--- config.mk ---
export PLATFORM = sky130hd
export DESIGN_NAME = dcache_wb_buffer
export DESIGN_NICKNAME = d
export VERILOG_FILES = /design/src/rtl/dcache_wb_buffer.sv
export SDC_FILE = /design/constraint.sdc
export NUM_CORES = 1
export LEC_CHECK = 0
export CAP_MARGIN = 20
export CORE_AREA = 3 3 283 285
export DETAILED_ROUTE_END_ITERATION = 16
export DIE_AREA = 0 0 286 288
export GPL_TIMING_DRIVEN = 0
export MAX_ROUTING_LAYER = met4
export PLACE_DENSITY = 0.73
export SYNTH_ARGS = -nofsm -noshare
export SYNTH_HDL_FRONTEND = slang
export SYNTH_SLANG_ARGS = --single-unit
--- constraint.sdc ---
create_clock -name clock -period 5.2 [get_ports clock]
set_input_delay 0.78 -clock clock [delete_from_list [all_inputs] [get_ports clock]]
set_output_delay 0.78 -clock clock [all_outputs]
set_load 0.05 [all_outputs]
--- src/rtl/dcache_wb_buffer.sv ---
// dcache_wb_buffer: write-back (victim) buffer behind the dcache eviction port.
// Dirty lines evicted on a fill are held in a small circular FIFO. They drain
// to memory as BUS_STORE requests whenever the arbiter grants the bus. Miss
// probes are answered from the buffer, so memory never returns stale data for
// a line that is still waiting to be written back.
module dcache_wb_buffer #(
  parameter int WB_DEPTH = 4,
  parameter int ADDR_W   = 32,
  parameter int DATA_W   = 64
) (
  input  logic                        clock,
  input  logic                        reset,
  input  logic                        evict_en,
  input  logic [ADDR_W-1:0]           evict_addr,
  input  logic [DATA_W-1:0]           evict_data,
  output logic                        wb_full,
  output logic                        wb_empty,
  output logic [$clog2(WB_DEPTH):0]   wb_count,
  input  logic                        lookup_en,
  input  logic [ADDR_W-1:0]           lookup_addr,
  output logic                        lookup_hit,
  output logic [DATA_W-1:0]           lookup_data,
  input  logic                        mem_grant,
  output logic [1:0]                  proc2mem_command,
  output logic [ADDR_W-1:0]           proc2mem_addr,
  output logic [DATA_W-1:0]           proc2mem_data,
  input  logic [3:0]                  mem2proc_response,
  output logic                        overflow_err
);

  localparam int PTR_W = $clog2(WB_DEPTH);
  localparam int CNT_W = PTR_W + 1;
  localparam logic [PTR_W-1:0] PTR_ONE  = {{(PTR_W-1){1'b0}}, 1'b1};
  localparam logic [CNT_W-1:0] CNT_ONE  = {{(CNT_W-1){1'b0}}, 1'b1};
  localparam logic [CNT_W-1:0] CNT_FULL = CNT_W'(WB_DEPTH);

  localparam logic [1:0] BUS_NONE  = 2'h0;
  localparam logic [1:0] BUS_STORE = 2'h2;

  typedef enum logic {
    IDLE  = 1'b0,
    ISSUE = 1'b1
  } state_t;

  // Two addresses name the same 8-byte line when everything above the offset agrees.
  function automatic logic line_match(input logic [ADDR_W-1:0] a, input logic [ADDR_W-1:0] b);
    return (a[ADDR_W-1:3] == b[ADDR_W-1:3]);
  endfunction

  logic              valid_r [WB_DEPTH];
  logic [ADDR_W-1:0] addr_r  [WB_DEPTH];
  logic [DATA_W-1:0] data_r  [WB_DEPTH];
  logic [PTR_W-1:0]  head_r;
  logic [PTR_W-1:0]  tail_r;
  logic [CNT_W-1:0]  count_r;
  logic              overflow_r;
  state_t            state_r;
  state_t            state_next_s;

  logic              full_s;
  logic              pop_s;
  logic              accept_s;
  logic              evict_hit_s;
  logic [PTR_W-1:0]  evict_idx_s;
  logic              coalesce_s;
  logic              push_s;
  logic [CNT_W-1:0]  count_next_s;
  logic              unused_s;

  assign full_s       = (count_r == CNT_FULL);
  assign wb_full      = full_s;
  assign wb_empty     = (count_r == {CNT_W{1'b0}});
  assign wb_count     = count_r;
  assign overflow_err = overflow_r;
  // Offset bits of the probe address play no part in the line compare.
  assign unused_s     = ^lookup_addr[2:0];

  // The head entry retires when the granted store is acknowledged.
  assign pop_s    = (state_r == ISSUE) && mem_grant && (mem2proc_response != 4'h0);
  // A full buffer drops the eviction outright, even one that would coalesce.
  assign accept_s = evict_en && !full_s;

  // Find a valid entry holding the evicted line; a head being popped this cycle is excluded.
  always_comb begin
    evict_hit_s = 1'b0;
    evict_idx_s = {PTR_W{1'b0}};
    for (int i = 0; i < WB_DEPTH; i++) begin
      if (valid_r[i] && line_match(addr_r[i], evict_addr) &&
          !(pop_s && (head_r == PTR_W'(i)))) begin
        evict_hit_s = 1'b1;
        evict_idx_s = PTR_W'(i);
      end else begin
        evict_hit_s = evict_hit_s;
      end
    end
  end

  assign coalesce_s = accept_s && evict_hit_s;
  assign push_s     = accept_s && !evict_hit_s;

  // Occupancy after this edge; a simultaneous push and pop cancel.
  always_comb begin
    count_next_s = count_r;
    if (push_s && !pop_s) begin
      count_next_s = count_r + CNT_ONE;
    end else if (pop_s && !push_s) begin
      count_next_s = count_r - CNT_ONE;
    end else begin
      count_next_s = count_r;
    end
  end

  // Drain FSM next state: issue while anything is buffered.
  always_comb begin
    state_next_s = state_r;
    case (state_r)
      IDLE: begin
        if (count_r != {CNT_W{1'b0}}) begin
          state_next_s = ISSUE;
        end else begin
          state_next_s = IDLE;
        end
      end
      ISSUE: begin
        if (pop_s && (count_next_s == {CNT_W{1'b0}})) begin
          state_next_s = IDLE;
        end else begin
          state_next_s = ISSUE;
        end
      end
      default: state_next_s = IDLE;
    endcase
  end

  // Bus request: head entry is presented throughout ISSUE, command only while granted.
  always_comb begin
    proc2mem_command = BUS_NONE;
    proc2mem_addr    = {ADDR_W{1'b0}};
    proc2mem_data    = {DATA_W{1'b0}};
    if (state_r == ISSUE) begin
      proc2mem_addr = addr_r[head_r];
      proc2mem_data = data_r[head_r];
      if (mem_grant) begin
        proc2mem_command = BUS_STORE;
      end else begin
        proc2mem_command = BUS_NONE;
      end
    end else begin
      proc2mem_command = BUS_NONE;
    end
  end

  // Miss probe CAM: scan oldest to youngest so the youngest match wins,
  // then let an accepted same-cycle eviction of that line override everything.
  always_comb begin
    lookup_hit  = 1'b0;
    lookup_data = {DATA_W{1'b0}};
    for (int i = 0; i < WB_DEPTH; i++) begin
      if (valid_r[head_r + PTR_W'(i)] &&
          line_match(addr_r[head_r + PTR_W'(i)], lookup_addr)) begin
        lookup_hit  = 1'b1;
        lookup_data = data_r[head_r + PTR_W'(i)];
      end else begin
        lookup_hit  = lookup_hit;
      end
    end
    if (accept_s && line_match(evict_addr, lookup_addr)) begin
      lookup_hit  = 1'b1;
      lookup_data = evict_data;
    end else begin
      lookup_hit  = lookup_hit;
    end
    if (!lookup_en) begin
      lookup_hit  = 1'b0;
      lookup_data = {DATA_W{1'b0}};
    end else begin
      lookup_hit  = lookup_hit;
    end
  end

  // FSM, pointers, occupancy and sticky overflow flag.
  always_ff @(posedge clock or negedge reset) begin
    if (!reset) begin
      state_r    <= IDLE;
      head_r     <= {PTR_W{1'b0}};
      tail_r     <= {PTR_W{1'b0}};
      count_r    <= {CNT_W{1'b0}};
      overflow_r <= 1'b0;
    end else begin
      state_r <= state_next_s;
      count_r <= count_next_s;
      if (push_s) begin
        tail_r <= tail_r + PTR_ONE;
      end
      if (pop_s) begin
        head_r <= head_r + PTR_ONE;
      end
      if (evict_en && full_s) begin
        overflow_r <= 1'b1;
      end
    end
  end

  // Entry storage: allocate at tail, coalesce in place, invalidate on pop.
  always_ff @(posedge clock or negedge reset) begin
    if (!reset) begin
      for (int i = 0; i < WB_DEPTH; i++) begin
        valid_r[i] <= 1'b0;
        addr_r[i]  <= {ADDR_W{1'b0}};
        data_r[i]  <= {DATA_W{1'b0}};
      end
    end else begin
      if (push_s) begin
        valid_r[tail_r] <= 1'b1;
        addr_r[tail_r]  <= evict_addr;
        data_r[tail_r]  <= evict_data;
      end
      if (coalesce_s) begin
        data_r[evict_idx_s] <= evict_data;
      end
      if (pop_s) begin
        valid_r[head_r] <= 1'b0;
      end
    end
  end

endmodule

==> results of run 1 <==
-- state kept, by name, summed over array words and instances, names as in the netlist --
| signal | flops |
|---|---|
| data_r | 256 |
| addr_r | 128 |
| valid_r | 4 |
| wb_count | 3 |
| head_r | 2 |
| tail_r | 2 |
| overflow_err | 1 |
| state_r | 1 |
-- worst min-delay path by stage --
stage                 start      endpoint  slack (ps)  cells after the start
2_1_floorplan    addr_r[32]    addr_r[32]         470                      1
3_3_place_gp   overflow_err  overflow_err         460                      1
3_5_place_dp   overflow_err  overflow_err         470                      1
4_1_cts               reset   data_r[111]          90                      1
5_1_grt               reset    data_r[47]         120                      1
6_report              reset   data_r[111]          60                      1
-- metrics by stage --
| step | cells | setup slack (ps) | cell area (µm²) | hold slack (ps) | power [µW] |
|---|---|---|---|---|---|
| after detailed placement | 4019 | -2845 | 36430 | 465.5 | 28460 |
| final | 4192 | -989.4 | 41550 | 63.77 | 34580 |
| after global routing | 4192 | -928.6 | 41550 | 115.9 | 35640 |
| after global placement | 4014 | -14480 | 36300 | 458.9 | 28170 |
| after floorplan | 2729 | 35.97 | 32550 | 473.9 | 21770 |
| after CTS | 4165 | -1025 | 41160 | 91.51 | 33730 |
-- per-layer routing --
layer / vias up / share of wire
met3: 605 / 0.13
met2: 2403 / 0.43
met1: 14330 / 0.37
met4: 0 / 0.066
li1: 11190 / -
met5: - / 0
-- cells in the mapped netlist, types with 3 or more instances --
cell         n
a22oi_1      9
inv_1       22
o21ai_1     60
a211oi_1     9
or4_1        3
mux2_1      14
a221o_1      3
a21oi_1     12
and4_1       3
buf_2       93
o311a_1     65
buf_6       15
nor4_1      22
nor2b_1      5
nor2_1      13
mux4_2     337
a2111oi_0    4
nand3_1    140
o22ai_1      9
mux2_2     378
o221ai_1     6
dfrtp_1    397
nor3_1      14
and2_1      90
mux2i_1     85
nand4_1     36
xor2_1      88
clkbuf_1   148
ha_1        11
buf_4       14
o2111ai_1    3
and3_1       8
a22o_1       3
o211ai_1     5
xnor2_1    169
buf_1       21
o21ai_0    146
nand2_1    236
-- cell type report --
class / count / area [µm²]
Antenna cell: 20 / 50.05
Buffer: 290 / 2122
Clock buffer: 62 / 1333
Clock inverter: 24 / 485.5
Fill cell: 6485 / 36050
Inverter: 23 / 106.4
Multi-Input combinational cell: 2016 / 22510
Sequential cell: 397 / 9935
Tap cell: 1040 / 1301
Timing Repair Buffer: 320 / 3711
-- cells by family (layout without fill, tap and decap cells) --
| group | after synthesis | after routing | synth area share |
|---|---|---|---|
| muxes | 814 | 814 | 0.4035 |
| adders and majority gates | 12 | 12 | 0.004634 |
| and+or+nand+nor | 575 | 575 | 0.08816 |
| buffers and inverters | 316 | 719 | 0.04693 |
| other | 1 | 21 | 0.0001177 |
| xor gates and xnor gates | 257 | 257 | 0.07065 |
| AOI/OAI and AO/OA | 357 | 357 | 0.07426 |
| DFF | 397 | 397 | 0.3118 |
-- power by group --
part	internal, µW	switching [µW]	leakage, µW
clock	2410	1490	0.000892
combinational	10900	12600	0.0103
sequential	4680	2490	0.00470
total	18000	16600	0.0159
-- worst max-delay path, cell delays in order (launching register included) --
cell and delay (ps):
dfrtp_1 370, buf_6 170, buf_12 150, buf_6 190, buf_6 230, buf_4 320, mux4_2 380, xnor2_1 350
nand3_1 300, nor4_4 610, buf_4 370, buf_2 320, nand3_1 150, o311a_4 420, o21ai_4 240, buf_6 200
-- repair_timing --
action                                  in CTS  in global routing
gates resized for setup                    966                117
setup buffers                               39                 16
endpoints found under the setup margin     141                112
pin swaps                                   89                 38
cloned                                      21                  0
==> metrics.md, run 1 <==
| Metric | Value |
|---|---|
| Clock Sinks | `397` |
| Area delta synth->final | `30.40%` |
| Synth Net Count | `about 2900` |
| Grt met2 use | `0.4795` |
| CP startpoint kind | `register` |
| Vias per cell | `6.804` |
| Cell taking the most area after synthesis | `dfrtp_1` |
| Crit end category | `output port` |
| Worst EP required | `between 4000 and 5000 ps` |
| H-tree levels | `2` |
| RSZ-0062 raised after global routing | `true` |
| Status | `finished with violations` |
| Synth cell types | `63` |
| Port Buffer Count | `245` |
| Vias | `28520` |
| Worst setup path endpoint | `lookup_data[14]` |
| R2R Path Start | `addr_r[69]` |
| Seq cells post-synth | `between 300 and 400` |
| Setup ws final | `-989.4 ps` |
| R2r endpoint | `data_r[15]` |
| DRT antenna net count | `0` |
| Worst skew pair latency | `approximately 650 ps` |
| Final Skew | `about 54 ps` |
| CP Data Arrival Time | `between 5000 and 6000 ps` |
| Row count | `slightly above 100` |
| Failing checks | `setup timing` |
| GPL Wtd Cong | `approximately 1.1` |
| DRT iter0 DRCs | `between 3000 and 4000` |
| Layout cells sized above 1 | `0.4358` |
| Met3 GRT Util | `0.1070` |
| Core area | `about 78000 µm²` |
| CTS tree | `yes` |
| Register area share after synthesis | `0.3118` |
| R2R depth | `9` |
| Mean post-synth cell area | `between 10 and 15 µm²` |
| EDFF count, synth | `0` |
| Number of global-route vias before repair | `28530` |
| Final core utilization | `0.5355` |
| Commonest non-fill, non-tap cell in the layout | `dfrtp_1` |
| Min Tclk post-route | `~6200 ps` |
| CTS Buf Count | `47` |
| Max Cap Violations | `0` |
| Synthesized area | `~32000 µm²` |
| Syn Inst Count | `about 2700` |
| Worst Max-Slew Pin Slew | `approximately 1300 ps` |
| Clk root buf | `clkbuf_16` |
| Grt met1 use | `0.4251` |
| Residual DRC count | `0` |
| Die Width | `around 290 µm` |
| CTS clock-pin slew for the worst setup and hold paths | `60 ps` |
| Relative slew slack | `0.1070` |
| VDD IR max | `between 0.5 and 0.6 mV` |
| Routed WL | `~140000 µm` |
| Yosys warns | `0` |
| Die height | `around 290 µm` |
| Initial antenna violation count | `21` |
| Final TNS setup | `-56980 ps` |
| Leak Pwr | `between 0.015 and 0.02 µW` |
| Hpwl dp | `93310 µm` |
| GRT Overall Usage | `0.3354` |
| Final Setup Violations | `65` |
| Final #Nets | `~3200` |
| Clk buf depth | `3` |
| Asr flop ratio synth | `1.000` |
| Die ar. | `82370 µm²` |
| Initial core utilization | `0.4106` |
| Min-Delay Path Class | `in2async` |
| CP startpoint | `head_r[1]` |
| PwrDens | `between 800 and 900 nW/µm²` |
| Top Ports | `306` |
| Largest net degree at the start of global routing | `between 100 and 150` |
| GR peak layer | `met2` |
| R2R Setup Slk | `0 ps` |
| Crit Path Category | `reg2out` |
| Hold Buf Count CTS | `0` |
| Gr ovfl total | `0` |
| Peak Freq | `161.6 MHz` |
| Most frequent cells in the layout | `dfrtp_1, mux2_2, mux4_2` |
| Wire per inst | `32.72 µm` |
| First-pass GRT wire length | `between 150000 and 200000 µm` |
| Ys flop type | `dfrtp_1` |
| Final slew viol count | `0` |
| Synth top area share | `0.3118` |
| TritonRoute pass-1 iters | `6` |
| Crit path max fanout | `10` |
| Final hold viol count | `0` |
| Largest cells by area after synthesis | `dfrtp_1, mux4_2, mux2_2` |
| Period utilization | `1.190` |
Note: power is estimated with default switching activity, not from simulation.
==> run 2: changes to the inputs <==
--- a/config.mk
+++ b/config.mk
@@ -6,12 +6,12 @@
 export NUM_CORES = 1
 export LEC_CHECK = 0
 export CAP_MARGIN = 20
-export CORE_AREA = 3 3 283 285
+export CORE_AREA = 3 3 287 289
 export DETAILED_ROUTE_END_ITERATION = 16
-export DIE_AREA = 0 0 286 288
+export DIE_AREA = 0 0 290 292
 export GPL_TIMING_DRIVEN = 0
 export MAX_ROUTING_LAYER = met4
-export PLACE_DENSITY = 0.73
+export SLEW_MARGIN = 10
 export SYNTH_ARGS = -nofsm -noshare
 export SYNTH_HDL_FRONTEND = slang
 export SYNTH_SLANG_ARGS = --single-unit
==> run 2 against run 1 <==
Net effect:
- the flow still finishes with violations (setup timing)
- via count fell by 2.2%
- total power fell by 0.56%
- register-to-register slack improved by 250 ps
- final cell count rose by 0.12%
- fmax rose by 2.1%
- design area fell by 3.0%
- wire length rose by 6.5%
- setup slack improved by 130 ps
- sequential share of layout area rose by 0.73 points
- global-route usage rose by 1.1 points
- core utilization fell by 3.3 points
- largest power group unchanged
- first-iteration DRC count fell by 16%
==> metrics.md, run 2 (same netlist as run 1, synthesis figures left out) <==
| Metric | Value |
|---|---|
| Psw | `16810 µW (+1.1%)` |
| Top flop regs | `data_r (256), addr_r (128), valid_r (4)` |
| Min-Delay Path Class | `in2async` |
| Met3 GRT Util | `0.06769 (-0.03936)` |
| Worst skew pair latency | `620 ps (-30 ps)` |
| GPL Wtd Cong | `0.9943 (-9.8%)` |
| Area delta synth->final | `26.52%` |
| Vias per cell | `6.650 (-2.3%)` |
| Die ar. | `84680 µm² (+2.8%)` |
| Final TNS setup | `-52440 ps (+4544 ps)` |
| Clk root buf | `clkbuf_16` |
| Commonest non-fill, non-tap cell in the layout | `dfrtp_1` |
| Min Tclk post-route | `6061 ps (-128.5 ps)` |
| Final #Nets | `3238 (-0.15%)` |
| Initial core utilization | `0.3975 (-0.01313)` |
| Top reg by flops | `data_r` |
| Clock power share | `0.099 (-0.014)` |
| Total of fill cells in the finished design | `7179 (+11%)` |
| Residual DRC count | `0 (unchanged)` |
| Sequential Area | `9935 µm² (unchanged)` |
| Port Buffer Count | `245 (unchanged)` |
| Hold Buf Count CTS | `0 (unchanged)` |
| Grt met2 use | `0.5424 (+0.06282)` |
| Initial antenna violation count | `10 (-52%)` |
| Die height | `292 µm (+1.4%)` |
| CP Data Arrival Time | `5280 ps (-130 ps)` |
| Gr ovfl total | `0 (unchanged)` |
| Max Cap Violations | `0 (unchanged)` |
| Most frequent cells in the layout | `dfrtp_1, mux2_2, mux4_2` |
| VDD IR max | `0.6097 mV (+10%)` |
| TritonRoute pass-1 iters | `8 (+2)` |
| Final slew viol count | `0 (unchanged)` |
| RSZ-0062 raised after global routing | `true` |
| Vias | `27910 (-2.2%)` |
| Fin Hold WS | `83.07 ps (+19.29 ps)` |
| Final Setup Violations | `67 (+3.1%)` |
| Internal power | `17570 µW (-2.1%)` |
| Net Sw Frac | `0.4890 (+0.008113)` |
| Setup ws final | `-860.9 ps (+128.5 ps)` |
| Leak Pwr | `0.01547 µW (-2.9%)` |
| Relative slew slack | `0.2517 (+0.1447)` |
| Row count | `104 (+2.0%)` |
| DRT antenna net count | `0 (unchanged)` |
| Final Skew | `33.32 ps (-20.18 ps)` |
| Multi-input gate area | `21790 µm² (-3.2%)` |
| Die Width | `290 µm (+1.4%)` |
| Hpwl dp | `105800 µm (+13%)` |
| Wire per inst | `34.79 µm (+6.3%)` |
| Core area | `80160 µm² (+3.3%)` |
| Largest net degree at the start of global routing | `108 (-10%)` |
| Routed WL | `146000 µm (+6.5%)` |
| Layout cells sized above 1 | `0.4133 (-0.02252)` |
| PwrDens | `853.0 nW/µm² (+2.5%)` |
| DRT iter0 DRCs | `3235 (-16%)` |
| Combinational power share | `0.694 (+0.014)` |
| CTS clock-pin slew for the worst setup and hold paths | `60 ps (about the same)` |
| Max FFs per register | `256 (unchanged)` |
| Top Ports | `306 (unchanged)` |
| Clock Sinks | `397 (unchanged)` |
| Worst Max-Slew Pin Slew | `1122 ps (-217.0 ps)` |
| Seq pwr share | `0.207 (about the same)` |
| CTS Buf Count | `48 (+2.1%)` |
| GR peak layer | `met2` |
| Status | `finished with violations` |
| GRT Overall Usage | `0.3463 (+0.01092)` |
| Period utilization | `1.166 (-0.02471)` |
| Crit path max fanout | `10 (unchanged)` |
| Worst EP required | `4420 ps (about the same)` |
| First-pass GRT wire length | `209200 µm (+5.5%)` |
| Clk buf depth | `3 (unchanged)` |
| Crit Path Category | `reg2out` |
| Crit end category | `output port` |
| H-tree levels | `2 (unchanged)` |
| Peak Freq | `165.0 MHz (+2.1%)` |
| Failing checks | `setup timing` |
| CTS tree | `yes` |
| Final hold viol count | `0 (unchanged)` |
| Grt met1 use | `0.4573 (+0.03228)` |
| Number of global-route vias before repair | `27920 (-2.1%)` |
| CP startpoint kind | `register` |
run 2: cell count changes in the layout (fill, tap and decap cells not counted), moves of 13 or more:
cell / previous run / this run
o311a_4: 59 / 0
o311a_1: 6 / 65
nand3_2: 33 / 12
o21ai_0: 45 / 32
o21ai_2: 61 / 85
nand3_1: 102 / 128
run 2: metrics by stage:
| step | area (µm²) | std cells | setup slack (ps) | power [µW] | utilization |
|---|---|---|---|---|---|
| after detailed placement | 36470 | 4040 | -3785 | 29110 | 0.4550 |
| after CTS | 39800 | 4169 | -901.9 | 33740 | 0.4965 |
| after global routing | 40300 | 4194 | -909.7 | 35630 | 0.5028 |
| final | 40310 | 4197 | -860.9 | 34390 | 0.5029 |
| after global placement | 36330 | 4034 | -14550 | 28800 | 0.4532 |
| after floorplan | 32550 | 2729 | 35.97 | 21770 | - |
run 2: per-layer routing:
layer  share of wire  vias up  wire, µm
met5               0        -         0
met4           0.037        0      5390
met3           0.093      293     13560
met2            0.47     1783     68480
met1            0.40    14640     58590
li1                -    11190         -
run 2: final timing paths:
| path | start | end | slack (ps) | cells past startpoint |
|---|---|---|---|---|
| hold / removal | reset | data_r[100] | 80 | 1 |
| setup reg to reg | addr_r[63] | data_r[23] | 250 | 9 |
| hold reg to reg | overflow_err | overflow_err | 460 | 1 |
| setup / recovery | head_r[1] | lookup_data[23] | -860 | 19 |
| max in group asynchronous | reset | data_r[134] | 2930 | 5 |
| min in group clock | overflow_err | overflow_err | 460 | 1 |
run 2: critical path, stage by stage (launching register included):
cell	delay, ps
dfrtp_1	390
buf_6	130
buf_12	150
buf_12	170
buf_12	150
clkinvlp_4	140
ha_4	380
buf_12	180
buf_12	200
mux4_2	610
xnor2_2	200
nand4_1	320
nor4_4	370
and2_4	250
buf_12	180
buf_8	150
nand3_1	80
o311a_1	130
o21ai_2	240
buf_6	200
run 2: timing repair:
| action | CTS | global route |
|---|---|---|
| cloned | 10 | 1 |
| pin swaps | 19 | 20 |
| setup buffers | 35 | 16 |
| endpoints found under the setup margin | 141 | 93 |
| resized for setup | 895 | 109 |
run 2: power by group through the flow:
stage,clock [µW],sequential [µW],combinational (µW)
after floorplan,0,6140,15600
after global placement,0,6800,22000
after detailed placement,0,7010,22100
after CTS,3460,6980,23300
after global routing,3570,7300,24800
final,3410,7120,23900
run 2: final cells by class:
class,count,area share
Clock inverter,15,0.004004
Clock buffer,71,0.03495
Timing Repair Buffer,314,0.08538
Tap cell,1060,0.03290
Sequential cell,397,0.2464
Inverter,23,0.002638
Buffer,290,0.05258
Antenna cell,11,0.0006828
Multi-Input combinational cell,2016,0.5404
